File: src/rtl/pulse_pkg.sv
// Shared types and helpers for the retriggerable pulse stretcher.
package pulse_pkg;

    typedef enum logic [1:0] {
        IDLE   = 2'b00,
        ACTIVE = 2'b01,
        GAP    = 2'b10
    } state_e;

    localparam int DEF_CW      = 8;
    localparam int DEF_MIN_LOW = 2;

    // Requested length to terminal count: max(len,1)-1.
    function automatic logic [31:0] len_to_cnt(input logic [31:0] l);
        return (l == 32'd0) ? 32'd0 : l - 32'd1;
    endfunction

    function automatic int gap_width(input int min_low);
        return (min_low < 2) ? 1 : $clog2(min_low + 1);
    endfunction

endpackage

File: src/rtl/down_counter.sv
// Loadable saturating down-counter with a zero flag.
module down_counter #(
    parameter int W = 8
) (
    input  logic         clk_i,
    input  logic         rst_ni,
    input  logic         load_i,
    input  logic [W-1:0] val_i,
    input  logic         dec_i,
    output logic         zero_o
);

    logic [W-1:0] cnt_q;
    logic [W-1:0] cnt_d;

    always_comb begin
        cnt_d = cnt_q;
        if (load_i) begin
            cnt_d = val_i;
        end else if (dec_i && (cnt_q != '0)) begin
            cnt_d = cnt_q - W'(1);
        end
    end

    always_ff @(posedge clk_i or negedge rst_ni) begin
        if (!rst_ni) begin
            cnt_q <= '0;
        end else begin
            cnt_q <= cnt_d;
        end
    end

    assign zero_o = (cnt_q == '0);

endmodule

File: src/rtl/pulse_stretcher.sv
// Retriggerable one-shot: stretches a trigger pulse into a registered
// level of programmable width followed by a minimum low gap.
module pulse_stretcher
    import pulse_pkg::*;
#(
    parameter int CW      = DEF_CW,
    parameter int MIN_LOW = DEF_MIN_LOW
) (
    input  logic          clk,
    input  logic          rst,
    input  logic          trig,
    input  logic [CW-1:0] len,
    input  logic          retrig_en,
    output logic          z,
    output logic          busy,
    output logic          done,
    output logic          drop
);

    localparam int GW = gap_width(MIN_LOW);
    localparam logic [GW-1:0] GAP_INIT =
        (MIN_LOW > 0) ? GW'(MIN_LOW - 1) : '0;

    state_e state_q;
    state_e state_d;

    logic z_q;
    logic busy_q;
    logic done_q;
    logic drop_q;

    logic start;
    logic reload;
    logic ignored;
    logic act_end;

    logic          len_zero;
    logic          len_load;
    logic          len_dec;
    logic [CW-1:0] len_cnt;
    logic          gap_zero;
    logic          gap_load;
    logic          gap_dec;

    assign len_cnt = CW'(len_to_cnt(32'(len)));

    always_comb begin
        start   = 1'b0;
        reload  = 1'b0;
        ignored = 1'b0;
        act_end = 1'b0;
        state_d = state_q;
        unique case (state_q)
            IDLE: begin
                if (trig) begin
                    start   = 1'b1;
                    state_d = ACTIVE;
                end
            end
            ACTIVE: begin
                // A reload beats the terminal-count exit on the same edge.
                if (trig && retrig_en) begin
                    reload = 1'b1;
                end else begin
                    ignored = trig;
                    if (len_zero) begin
                        act_end = 1'b1;
                        state_d = (MIN_LOW == 0) ? IDLE : GAP;
                    end
                end
            end
            GAP: begin
                ignored = trig;
                if (gap_zero) begin
                    state_d = IDLE;
                end
            end
            default: begin
                state_d = IDLE;
            end
        endcase
    end

    assign len_load = start | reload;
    assign len_dec  = (state_q == ACTIVE) & ~reload & ~len_zero;
    assign gap_load = act_end & (MIN_LOW > 0);
    assign gap_dec  = (state_q == GAP);

    down_counter #(
        .W(CW)
    ) u_len_cnt (
        .clk_i  (clk),
        .rst_ni (rst),
        .load_i (len_load),
        .val_i  (len_cnt),
        .dec_i  (len_dec),
        .zero_o (len_zero)
    );

    down_counter #(
        .W(GW)
    ) u_gap_cnt (
        .clk_i  (clk),
        .rst_ni (rst),
        .load_i (gap_load),
        .val_i  (GAP_INIT),
        .dec_i  (gap_dec),
        .zero_o (gap_zero)
    );

    always_ff @(posedge clk or negedge rst) begin
        if (!rst) begin
            state_q <= IDLE;
            z_q     <= 1'b0;
            busy_q  <= 1'b0;
            done_q  <= 1'b0;
            drop_q  <= 1'b0;
        end else begin
            state_q <= state_d;
            z_q     <= (state_d == ACTIVE);
            busy_q  <= (state_d != IDLE);
            done_q  <= act_end;
            drop_q  <= ignored;
        end
    end

    assign z    = z_q;
    assign busy = busy_q;
    assign done = done_q;
    assign drop = drop_q;

endmodule

File: config.mk
export PLATFORM = sky130hd
export DESIGN_NAME = pulse_stretcher
export DESIGN_NICKNAME = d
export VERILOG_FILES = /design/src/rtl/pulse_pkg.sv /design/src/rtl/down_counter.sv /design/src/rtl/pulse_stretcher.sv
export SDC_FILE = /design/constraint.sdc
export NUM_CORES = 1
export LEC_CHECK = 0
export CORE_UTILIZATION = 49
export CTS_CLUSTER_SIZE = 12
export DETAILED_ROUTE_END_ITERATION = 8
export GPL_TIMING_DRIVEN = 0
export HOLD_SLACK_MARGIN = 0.06
export PLACE_DENSITY = 0.77
export SETUP_SLACK_MARGIN = 0.3
export SYNTH_ARGS = -nofsm -noshare
export SYNTH_HDL_FRONTEND = slang
export SYNTH_HIERARCHICAL = 1
export SYNTH_SLANG_ARGS = --single-unit
File: constraint.sdc
create_clock -name clk -period 2.3 [get_ports clk]
set_input_delay 0.23 -clock clk [delete_from_list [all_inputs] [get_ports clk]]
set_output_delay 0.23 -clock clk [all_outputs]
set_load 0.05 [all_outputs]
==> results.toml <==
[run_status]
status = "finished, final reports clean"

[placed_design]
dpl.cell_count = 186
port_buffers = 15
hpwl_um = 2121
gp_congestion = 0.9455

[synth]
syn_area_um2 = 1215
synth_edf_count = 0
ys_types = 45
syn_inst = 143
yosysSeqAreaShare = 0.3296
synth_nets = 164
synth_seq_cells = 16
ys.flop_type = "dfrtp_1"
synthArstFlopShare = 1.000
syn_avg_cell_area_um2 = 8.496
synth_warnings = 6

[worst_setup_path]
crit-reg2reg-launch = "u_len_cnt/cnt_q[1]$_DFFE_PN0P_"
path_class = "flip-flop to flip-flop"
reg2reg_to = "u_len_cnt/cnt_q[3]$_DFFE_PN0P_"
endpoint_kind = "flip-flop"
crit_arrival_ns = 2.32
worstPathMaxFanout = 6
required_ns = 2.53
startpoint_type = "flip-flop"
r2r_cells = 8
r2r_setup_slack_ns = 0.21

[drt]
dr.pass1.iters = 4
finalWirelength_um = 3006
routed_via_density = 5.893
drtIter0Drc = 52
wl_per_cell_um = 14.66
vias = 1208
drc = 0
antenna_left = 0

[clock_network]
cts_root_buf = "clkbuf_4"
cts.sinks = 16
cts_hold_buf = 0
clock_path_buffers = 2
clock_latency_ns = 0.30
cts_made_buffers = 3
clk_pin_slew_ns = 0.11
cts.htree.levels = 1
cts_tree = "done"

[floorplan]
core.rowCount = 17
start_util = 0.5338
die_w_um = 51.80
pin_count = 16
core_area_um2 = 2276
dieArea_um2 = 2683
die_y_um = 51.80

[global_route]
grt_pass1_wl_um = 5140
first_global_vias = 1140
antenna_found_initial = 0
overflow = 0
grt_max_degree = 17
grt_use_total = 0.2611

[pwr]
power.leakage_nw = 0.7003
finalPower_mw = 1.694
ir_drop_mv = 0.6250
p_per_area_nw_per_um2 = 1047

[timing]
worst_pin_slew_ns = 0.7857
fin_setup_tns_ns = 0
min_period_ns = 2.093
max_freq_ghz = 0.4778
min_period_over_period = 0.9100
finClkSkew_ns = 0.01226
setup_viol = 0
maxSlewHeadroom = 0.4714
grt_setup_unrepaired = "yes"
final-max-slew-violation-count = 0
finalHoldViolCount = 0
whs_ns = 0.3503

[worst_hold_path]
hold_class = "input port to async pin"

[flow_run]
max_cap_viol_count = 0

[cells_and_area]
fin_util = 0.7108
drive_gt1_frac = 0.2373
n_antenna_cell = 0
area_growth_pct = 33.16
instances_no_fill = 205
nNetsFinal = 199
## worst max-delay path, stage by stage (launching register included)
cell and delay, ns:
dfrtp_1 0.39, inv_2 0.06, ha_4 0.16, or3b_4 0.25, nor2_4 0.06, nor2_4 0.10
or3b_4 0.42, or4_1 0.45, o221ai_2 0.14
## metal layers
layer  GRT usage  vias to the layer above  share of wire
met5           0                        -              0
met2      0.4242                       39           0.46
met4      0.1126                        0          0.028
li1            -                      596              -
met3     0.03216                        8          0.045
met1      0.3460                      565           0.47
## cell usage after synthesis (3+ instances only)
cell / number / share of area
a21oi_1: 8 / 0.033
dfrtp_1: 16 / 0.33
ha_1: 9 / 0.093
inv_1: 10 / 0.031
nand2_1: 12 / 0.037
nand3_1: 4 / 0.016
nor2_1: 18 / 0.056
nor2b_1: 5 / 0.026
nor3_1: 5 / 0.021
nor3b_1: 4 / 0.025
o21ai_0: 4 / 0.016
o31ai_1: 3 / 0.019
or4_1: 3 / 0.019
## sequential cells by signal, summed over array words and instances, names as in the netlist
register	count
done	1
state_q	2
z	1
drop	1
busy	1
u_gap_cnt/cnt_q	2
u_len_cnt/cnt_q	8
## final cells by class
cell class / instances / area (um2)
Multi-Input combinational cell: 113 / 809.5
Fill cell: 160 / 658.1
Sequential cell: 16 / 401.6
Timing Repair Buffer: 30 / 262.8
Inverter: 11 / 42.54
Clock buffer: 4 / 36.28
Tap cell: 28 / 35.03
Buffer: 3 / 30.03
## power by group
group	switching, mW	internal [mW]	total (mW)
Sequential	0.0840	0.395	0.479
Combinational	0.535	0.484	1.02
Clock	0.0995	0.0964	0.196
Total	0.718	0.975	1.69
## kinds of logic (layout without fill, tap and decap cells)
| kind of cell | after synthesis | after routing | share of synthesized area |
|---|---|---|---|
| buf+inv | 14 | 48 | 0.04428 |
| simple gates | 66 | 66 | 0.2976 |
| fa+ha+maj | 9 | 9 | 0.09269 |
| mux | 3 | 3 | 0.03089 |
| xor+xnor | 1 | 1 | 0.007210 |
| flops | 16 | 16 | 0.3296 |
| other cells | 2 | 2 | 0.006182 |
| compound gates | 32 | 32 | 0.1916 |
## worst max-delay path by stage
stage | start | depth (start not counted) | endpoint | slack [ns]
2_1_floorplan | u_len_cnt/cnt_q[0]$_DFFE_PN0P_ | 8 | u_len_cnt/cnt_q[7]$_DFFE_PN0P_ | 0.21
3_3_place_gp | trig | 7 | u_len_cnt/cnt_q[7]$_DFFE_PN0P_ | 0.04
3_5_place_dp | trig | 7 | u_len_cnt/cnt_q[7]$_DFFE_PN0P_ | 0.01
4_1_cts | u_len_cnt/cnt_q[1]$_DFFE_PN0P_ | 8 | u_len_cnt/cnt_q[7]$_DFFE_PN0P_ | 0.24
5_1_grt | u_len_cnt/cnt_q[0]$_DFFE_PN0P_ | 8 | u_len_cnt/cnt_q[7]$_DFFE_PN0P_ | 0.15
6_report | u_len_cnt/cnt_q[1]$_DFFE_PN0P_ | 8 | u_len_cnt/cnt_q[3]$_DFFE_PN0P_ | 0.21
## metrics by stage
stage	instance area, um2	setup WS [ns]
final	1618	0.2069
after global routing	1618	0.1489
after CTS	1565	0.2445
after detailed placement	1443	0.01231
after global placement	1443	0.03852
after floorplan	1257	0.2144
## placed cells by master (no fill, tap or decap), types with 5 or more instances in the layout
master,instances
nand2_1,11
inv_1,7
a21oi_1,8
clkdlybuf4s50_1,15
dfrtp_1,15
nor3_1,5
buf_4,15
nor2_1,16
ha_1,8
## what timing repair did
action / in CTS / in global routing
gates resized for setup: 5 / 6
pin swaps: 5 / 2
setup buffers: 10 / 5
endpoints found under the setup margin: 6 / 10
(Power assumes the default switching activity.)
